`config.mk`:
```
export PLATFORM = sky130hd
export DESIGN_NAME = mem_split_arbiter_flat
export DESIGN_NICKNAME = d
export VERILOG_FILES = /design/src/rtl/mem_split_arbiter_if.sv /design/src/rtl/mem_split_arbiter.sv /design/src/flat_wrapper.sv
export SDC_FILE = /design/constraint.sdc
export NUM_CORES = 1
export LEC_CHECK = 0
export ABC_AREA = 1
export CAP_MARGIN = 20
export CORE_AREA = 2 2 124 126
export CTS_CLUSTER_DIAMETER = 30
export CTS_CLUSTER_SIZE = 12
export DETAILED_ROUTE_END_ITERATION = 12
export DIE_AREA = 0 0 126 128
export HOLD_SLACK_MARGIN = 0.08
export PLACE_DENSITY = 0.72
export SETUP_SLACK_MARGIN = 0.2
export SYNTH_ARGS = -nofsm -noshare
export SYNTH_HDL_FRONTEND = slang
export SYNTH_SLANG_ARGS = --single-unit
```
`constraint.sdc`:
```
create_clock -name clk_i -period 2.55 [get_ports clk_i]
set_input_delay 0.3825 -clock clk_i [delete_from_list [all_inputs] [get_ports clk_i]]
set_output_delay 0.3825 -clock clk_i [all_outputs]
set_load 0.02 [all_outputs]
```
`src/rtl/mem_split_arbiter_if.sv`:
```
// Host and target bus bundle for the two-host shared-memory arbiter.
// The slave modport is the arbiter's view; master is the hosts/memory side.
interface mem_split_arbiter_if;
  logic        host0_req;
  logic        host1_req;
  logic        host0_ack;
  logic        host1_ack;
  logic        host0_we;
  logic        host1_we;
  logic [31:0] host0_addr;
  logic [31:0] host1_addr;
  logic [31:0] host0_wdata;
  logic [31:0] host1_wdata;
  logic [3:0]  host0_be;
  logic [3:0]  host1_be;
  logic        host0_resp;
  logic        host1_resp;
  logic [31:0] host0_rdata;
  logic [31:0] host1_rdata;
  logic        target_req;
  logic        target_ack;
  logic        target_we;
  logic [31:0] target_addr;
  logic [31:0] target_wdata;
  logic [3:0]  target_be;
  logic        target_resp;
  logic [31:0] target_rdata;

  modport slave (
    input  host0_req, host1_req, host0_we, host1_we, host0_addr, host1_addr,
           host0_wdata, host1_wdata, host0_be, host1_be,
           target_ack, target_resp, target_rdata,
    output host0_ack, host1_ack, host0_resp, host1_resp, host0_rdata, host1_rdata,
           target_req, target_we, target_addr, target_wdata, target_be
  );

  modport master (
    output host0_req, host1_req, host0_we, host1_we, host0_addr, host1_addr,
           host0_wdata, host1_wdata, host0_be, host1_be,
           target_ack, target_resp, target_rdata,
    input  host0_ack, host1_ack, host0_resp, host1_resp, host0_rdata, host1_rdata,
           target_req, target_we, target_addr, target_wdata, target_be
  );
endinterface

```
`src/rtl/mem_split_arbiter.sv`:
```
// Two-host round-robin arbiter onto one split-transaction memory port; a tag
// FIFO remembers which host issued each read so in-order responses are routed back.
module mem_split_arbiter #(
  parameter int RESP_FIFO_POW = 4
) (
  input  logic                     clk_i,
  input  logic                     rst_i,
  mem_split_arbiter_if.slave       bus,
  output logic [RESP_FIFO_POW:0]   outstanding_o,
  output logic                     err_o
);

  localparam int D = 1 << RESP_FIFO_POW;
  localparam logic [RESP_FIFO_POW:0] DEPTH = (RESP_FIFO_POW + 1)'(D);

  typedef enum logic [1:0] {IDLE, LOCK0, LOCK1} state_t;

  state_t                   state;
  state_t                   state_nxt;
  logic                     rr;
  logic                     grant;
  logic [1:0]               perm;
  logic [D-1:0]             tags;
  logic [RESP_FIFO_POW-1:0] wr_ptr;
  logic [RESP_FIFO_POW-1:0] rd_ptr;
  logic [RESP_FIFO_POW:0]   count;
  logic                     accept;
  logic                     push;
  logic                     pop;
  logic                     head;

  // Reads are held back while every tag slot is in use; writes never need a slot.
  assign perm[0] = bus.host0_req & (bus.host0_we | (count < DEPTH));
  assign perm[1] = bus.host1_req & (bus.host1_we | (count < DEPTH));

  // NOTE: every signal written here gets a default first so no latch is inferred.
  always_comb begin
    grant = rr;
    case (state)
      LOCK0:   grant = 1'b0;
      LOCK1:   grant = 1'b1;
      default: begin
        if (perm[0] && perm[1]) grant = ~rr;
        else if (perm[0])       grant = 1'b0;
        else if (perm[1])       grant = 1'b1;
      end
    endcase
  end

  assign bus.target_req   = rst_i & perm[grant];
  assign bus.target_we    = grant ? bus.host1_we    : bus.host0_we;
  assign bus.target_addr  = grant ? bus.host1_addr  : bus.host0_addr;
  assign bus.target_wdata = grant ? bus.host1_wdata : bus.host0_wdata;
  assign bus.target_be    = grant ? bus.host1_be    : bus.host0_be;

  assign accept = bus.target_req & bus.target_ack;
  assign push   = accept & ~bus.target_we;
  assign pop    = rst_i & bus.target_resp & (count != '0);
  assign head   = tags[rd_ptr];

  assign bus.host0_ack   = accept & ~grant;
  assign bus.host1_ack   = accept & grant;
  assign bus.host0_resp  = pop & ~head;
  assign bus.host1_resp  = pop & head;
  assign bus.host0_rdata = bus.target_rdata;
  assign bus.host1_rdata = bus.target_rdata;
  assign outstanding_o   = count;

  always_comb begin
    state_nxt = state;
    case (state)
      IDLE:         if (bus.target_req && !bus.target_ack) state_nxt = grant ? LOCK1 : LOCK0;
      LOCK0, LOCK1: if (accept) state_nxt = IDLE;
      default:      state_nxt = IDLE;
    endcase
  end

  // NOTE: sequential state uses non-blocking assignments so every register samples pre-edge values.
  always_ff @(posedge clk_i) begin
    if (!rst_i) begin
      state  <= IDLE;
      rr     <= 1'b1;
      wr_ptr <= '0;
      rd_ptr <= '0;
      count  <= '0;
      err_o  <= 1'b0;
    end else begin
      state <= state_nxt;
      if (accept) rr <= grant;
      if (push)   wr_ptr <= wr_ptr + 1'b1;
      if (pop)    rd_ptr <= rd_ptr + 1'b1;
      case ({push, pop})
        2'b10:   count <= count + 1'b1;
        2'b01:   count <= count - 1'b1;
        default: count <= count;
      endcase
      if (bus.target_resp && (count == '0)) err_o <= 1'b1;
    end
  end

  // NOTE: tag storage is not reset; only slots between rd_ptr and wr_ptr are ever read.
  always_ff @(posedge clk_i) begin
    if (push) tags[wr_ptr] <= grant;
  end

endmodule

```
`src/flat_wrapper.sv`:
```
// flat-port wrapper written by rule: the top's interface ports become plain ports
module mem_split_arbiter_flat 
#(
  parameter int RESP_FIFO_POW = 4
)
  (clk_i, rst_i, outstanding_o, err_o, bus_host0_req, bus_host1_req, bus_host0_we, bus_host1_we, bus_host0_addr, bus_host1_addr, bus_host0_wdata, bus_host1_wdata, bus_host0_be, bus_host1_be, bus_target_ack, bus_target_resp, bus_target_rdata, bus_host0_ack, bus_host1_ack, bus_host0_resp, bus_host1_resp, bus_host0_rdata, bus_host1_rdata, bus_target_req, bus_target_we, bus_target_addr, bus_target_wdata, bus_target_be);
  mem_split_arbiter_if bus_i ();
  input  logic clk_i;
  input  logic rst_i;
  output logic [RESP_FIFO_POW:0] outstanding_o;
  output logic err_o;
  input wire logic [$bits(bus_i.host0_req)-1:0] bus_host0_req;
  input wire logic [$bits(bus_i.host1_req)-1:0] bus_host1_req;
  input wire logic [$bits(bus_i.host0_we)-1:0] bus_host0_we;
  input wire logic [$bits(bus_i.host1_we)-1:0] bus_host1_we;
  input wire logic [$bits(bus_i.host0_addr)-1:0] bus_host0_addr;
  input wire logic [$bits(bus_i.host1_addr)-1:0] bus_host1_addr;
  input wire logic [$bits(bus_i.host0_wdata)-1:0] bus_host0_wdata;
  input wire logic [$bits(bus_i.host1_wdata)-1:0] bus_host1_wdata;
  input wire logic [$bits(bus_i.host0_be)-1:0] bus_host0_be;
  input wire logic [$bits(bus_i.host1_be)-1:0] bus_host1_be;
  input wire logic [$bits(bus_i.target_ack)-1:0] bus_target_ack;
  input wire logic [$bits(bus_i.target_resp)-1:0] bus_target_resp;
  input wire logic [$bits(bus_i.target_rdata)-1:0] bus_target_rdata;
  output wire logic [$bits(bus_i.host0_ack)-1:0] bus_host0_ack;
  output wire logic [$bits(bus_i.host1_ack)-1:0] bus_host1_ack;
  output wire logic [$bits(bus_i.host0_resp)-1:0] bus_host0_resp;
  output wire logic [$bits(bus_i.host1_resp)-1:0] bus_host1_resp;
  output wire logic [$bits(bus_i.host0_rdata)-1:0] bus_host0_rdata;
  output wire logic [$bits(bus_i.host1_rdata)-1:0] bus_host1_rdata;
  output wire logic [$bits(bus_i.target_req)-1:0] bus_target_req;
  output wire logic [$bits(bus_i.target_we)-1:0] bus_target_we;
  output wire logic [$bits(bus_i.target_addr)-1:0] bus_target_addr;
  output wire logic [$bits(bus_i.target_wdata)-1:0] bus_target_wdata;
  output wire logic [$bits(bus_i.target_be)-1:0] bus_target_be;
  assign bus_i.host0_req = bus_host0_req;
  assign bus_i.host1_req = bus_host1_req;
  assign bus_i.host0_we = bus_host0_we;
  assign bus_i.host1_we = bus_host1_we;
  assign bus_i.host0_addr = bus_host0_addr;
  assign bus_i.host1_addr = bus_host1_addr;
  assign bus_i.host0_wdata = bus_host0_wdata;
  assign bus_i.host1_wdata = bus_host1_wdata;
  assign bus_i.host0_be = bus_host0_be;
  assign bus_i.host1_be = bus_host1_be;
  assign bus_i.target_ack = bus_target_ack;
  assign bus_i.target_resp = bus_target_resp;
  assign bus_i.target_rdata = bus_target_rdata;
  assign bus_host0_ack = bus_i.host0_ack;
  assign bus_host1_ack = bus_i.host1_ack;
  assign bus_host0_resp = bus_i.host0_resp;
  assign bus_host1_resp = bus_i.host1_resp;
  assign bus_host0_rdata = bus_i.host0_rdata;
  assign bus_host1_rdata = bus_i.host1_rdata;
  assign bus_target_req = bus_i.target_req;
  assign bus_target_we = bus_i.target_we;
  assign bus_target_addr = bus_i.target_addr;
  assign bus_target_wdata = bus_i.target_wdata;
  assign bus_target_be = bus_i.target_be;
  mem_split_arbiter #(.RESP_FIFO_POW(RESP_FIFO_POW)) u_core (.clk_i(clk_i), .rst_i(rst_i), .bus(bus_i), .outstanding_o(outstanding_o), .err_o(err_o));
endmodule
```
==> run metrics <==
clk sinks=33; setup repair after global routing missed its margin=true; worst hold slack=448.1 ps; power dissipated by switching net loads=0.005675 W; average routed wire per standard cell=16.52 um; standard-cell row count=45; type of the worst setup path=reg2reg; switching part of the total=0.4744; data required time at the worst endpoint=2540 ps; antenna diode instance count=0; CP max FO=7; proportion of synthesized chip area in sequential cells=0.2672; main area contributors after synthesis=nand2_1 30%, buf_4 16%, edfxtp_1 16%, dfxtp_1 11%, ha_1 4.5%; cell at the root of the clock tree=clkbuf_16; met2 Use GR=0.3008; Chip Width=126 um; most repeated cell in the gate-level netlist after synthesis=nand2_1; final critical-path required period=2597 ps; vias per inst=4.305; initial antenna violation count=0; Worst setup EP type=flip-flop; synthesis warning total=0; Multi-input gate area=2366 sq um; largest net degree at the start of global routing=32; biggest cell delay along the critical path=330 ps; violated checks=negative setup slack; Syn Inst Count=496; worst setup margin=-46.60 ps; Residual DRC=0; Std-Cell Core Area=14860 sq um; placer's final routability congestion estimate=0.8341; transition time at the pin with the least slew margin=404.4 ps; critical path data arrival time=2590 ps; DR vias=3853; count of non-filler cells in the finished layout=895; overall power=0.01196 W; run status=finished with violations; Clk network pwr share=0.049; chain of cells forming the critical path=inv_2 -> ha_4 -> inv_2 -> or2_4 -> nand2_8 -> nand2_4 -> o21ai_4 -> buf_4 -> buf_6 -> buf_4 -> buf_4 -> inv_4 -> buf_4 -> nor2_4 -> nand2_4 -> nor2_4; max-cap check violation count=0; Layout fillers=1429; cell type contributing the most total cell area after synthesis=nand2_1; ANT nets after route=0; Initial Util=0.2066; Slew Limit Fails=0; leakage power=3.191 nW; commonest cells in the synthesized netlist=247 x nand2_1, 64 x buf_4, 34 x nor2_1; fraction of final layout cells sized beyond drive strength 1=0.4286; most frequent cell on the critical path=buf_4; area of the die=16130 sq um; Max-slew headroom=0.7298; Worst Clk Skew=2.569 ps; top cell type's share of synthesized area=0.3018; violation count after the first detailed-route iteration=86; routing usage on met3=0.04883; total of buffers placed on input and output ports=223; grt met1 use=0.1721; Detail Placement HPWL=9.871 mm; number of endpoints with negative hold slack in the final report=0; total gr overflow=0; Reg power frac=0.070; floorplan die height=128 um; internal power consumption=0.006288 W; GR peak layer=met2; Pwr per Cell Area=1741 nW/um^2; CTS HTree Levels=2; type of element launching the critical path=flip-flop; vias in the first global route=3646; Worst IR Drop VDD=0.8923 mV; first-pass GRT wire length=20.11 mm; proportion of power drawn by combinational gates=0.881; Sequential cell area=827.0 sq um; final cycle utilization of the critical path=1.018; post-synthesis async set-or-reset flop share=0; clk_lat worst skew=280 ps; clock tree from TritonCTS=done; wirelength, routed=14.79 mm; clock slew at reported path FFs=50 ps; average size of a mapped cell=6.193 sq um; post-synthesis sequential element count=33; number of flops mapped to enable cells by yosys=16; prevailing post-synth register cell=dfxtp_1; final setup violation count=14; highest-delay cell along the critical path=dfxtp_2; clock buffer depth=2; FMAX=385.1 MHz; CTS buffer count=5; fin nets=893; type of the tightest min-delay check=reg2reg; layout overhead on the synthesized area=123.7%; total instance count after detailed placement=852; Mapped Nets=683; Synth Cell Area=3072 sq um; worst slack after detailed placement=-370.1 ps; Netlist cell types=26; DRT Pass-1 Iters=4; global router's overall resource usage=0.1588; I/O pin count=320
[cell families after synthesis]
group | after synthesis | synth area share
and+or+nand+nor | 302 | 0.3866
adders and majority gates | 11 | 0.04481
muxes | 4 | 0.01304
xor gates and xnor gates | 8 | 0.02281
DFF | 33 | 0.2672
AOI/OAI and AO/OA | 30 | 0.05458
buffers and inverters | 108 | 0.2110
[through the flow]
| step | utilization | instance area [sq um] | TNS (ps) |
|---|---|---|---|
| 3_3_place_gp | 0.3588 | 5334 | -15120 |
| 2_1_floorplan | - | 3148 | 0 |
| 4_1_cts | 0.3949 | 5871 | -94.90 |
| 5_1_grt | 0.4623 | 6872 | -2850 |
| 6_report | 0.4623 | 6872 | -393.6 |
| 3_5_place_dp | 0.3588 | 5334 | -17030 |
[cell usage in the layout, fill, tap and decap left out, types with 2 or more instances in the layout]
master,count
inv_2,6
clkdlybuf4s50_1,147
a21oi_1,10
dfxtp_2,5
edfxtp_1,16
buf_4,31
buf_6,74
dlygate4sd2_1,3
nor2_2,4
xor2_1,5
o21ai_0,10
clkinv_2,2
inv_1,19
a21oi_2,2
o221ai_1,4
mux2i_1,4
clkbuf_16,9
nand2_1,131
buf_16,6
ha_2,2
dfxtp_1,12
o21ai_1,2
nor2_4,14
nand3_1,12
nor2_1,17
buf_12,14
nand2_4,49
nand3_4,2
nand2_2,67
buf_8,2
ha_1,7
ha_4,2
[cell type report]
cell class | count | area share
sequential | 33 | 0.1204
clock buffer | 5 | 0.01821
tap | 188 | 0.03423
multi-input combinational | 355 | 0.3443
clock inverter | 3 | 0.002549
timing repair buffer | 284 | 0.4641
inverter | 27 | 0.01621
[critical path, delay by kind of cell, from the launching register on]
kind | cells | cell delay [ps]
flops | 1 | 330
compound gates | 1 | 70
buf+inv | 8 | 650
fa+ha+maj | 1 | 260
simple gates | 6 | 980
[sequential cells by signal, summed over array words and instances, names as in the netlist]
| name | flops |
|---|---|
| u_core.err_o | 1 |
| u_core.outstanding_o | 5 |
| u_core.rd_ptr | 4 |
| u_core.rr | 1 |
| u_core.state | 2 |
| u_core.tags | 16 |
| u_core.wr_ptr | 4 |
[metal layers]
layer / wire length, um / share of wire / up-vias
li1: - / - / 1893
met1: 5210 / 0.35 / 1731
met2: 7802 / 0.53 / 198
met3: 1094 / 0.074 / 31
met4: 681 / 0.046 / 0
met5: 0 / 0 / -
[power by group through the flow]
stage / combinational, W / sequential, W / clock (W)
2_1_floorplan: 0.00346 / 0.000840 / 0
3_3_place_gp: 0.00663 / 0.000827 / 0
3_5_place_dp: 0.00668 / 0.000828 / 0
4_1_cts: 0.00813 / 0.000826 / 0.000592
5_1_grt: 0.0111 / 0.000850 / 0.000614
6_report: 0.0105 / 0.000831 / 0.000590
[path summary, 6_finish.rpt]
| kind | endpoint | from | slack, ps | cells after the start |
|---|---|---|---|---|
| setup reg to reg | u_core.tags[11]$_DFFE_PP_ | u_core.state[0]$_SDFFE_PN0P_ | -50 | 16 |
| setup / recovery | u_core.tags[11]$_DFFE_PP_ | u_core.state[0]$_SDFFE_PN0P_ | -50 | 16 |
| hold / removal | u_core.err_o$_SDFFE_PN0P_ | u_core.err_o$_SDFFE_PN0P_ | 450 | 2 |
| hold reg to reg | u_core.err_o$_SDFFE_PN0P_ | u_core.err_o$_SDFFE_PN0P_ | 450 | 2 |
[what timing repair did]
action / 4_1_cts / 5_1_grt
gates resized for setup: 369 / 257
endpoints found under the hold margin: 0 / 0
setup buffers: 17 / 6
hold buffers: 0 / 0
cloned: 6 / 6
pin swaps: 39 / 92
setup endpoints to repair: 77 / 98
Note: power is estimated with default switching activity, not from simulation.
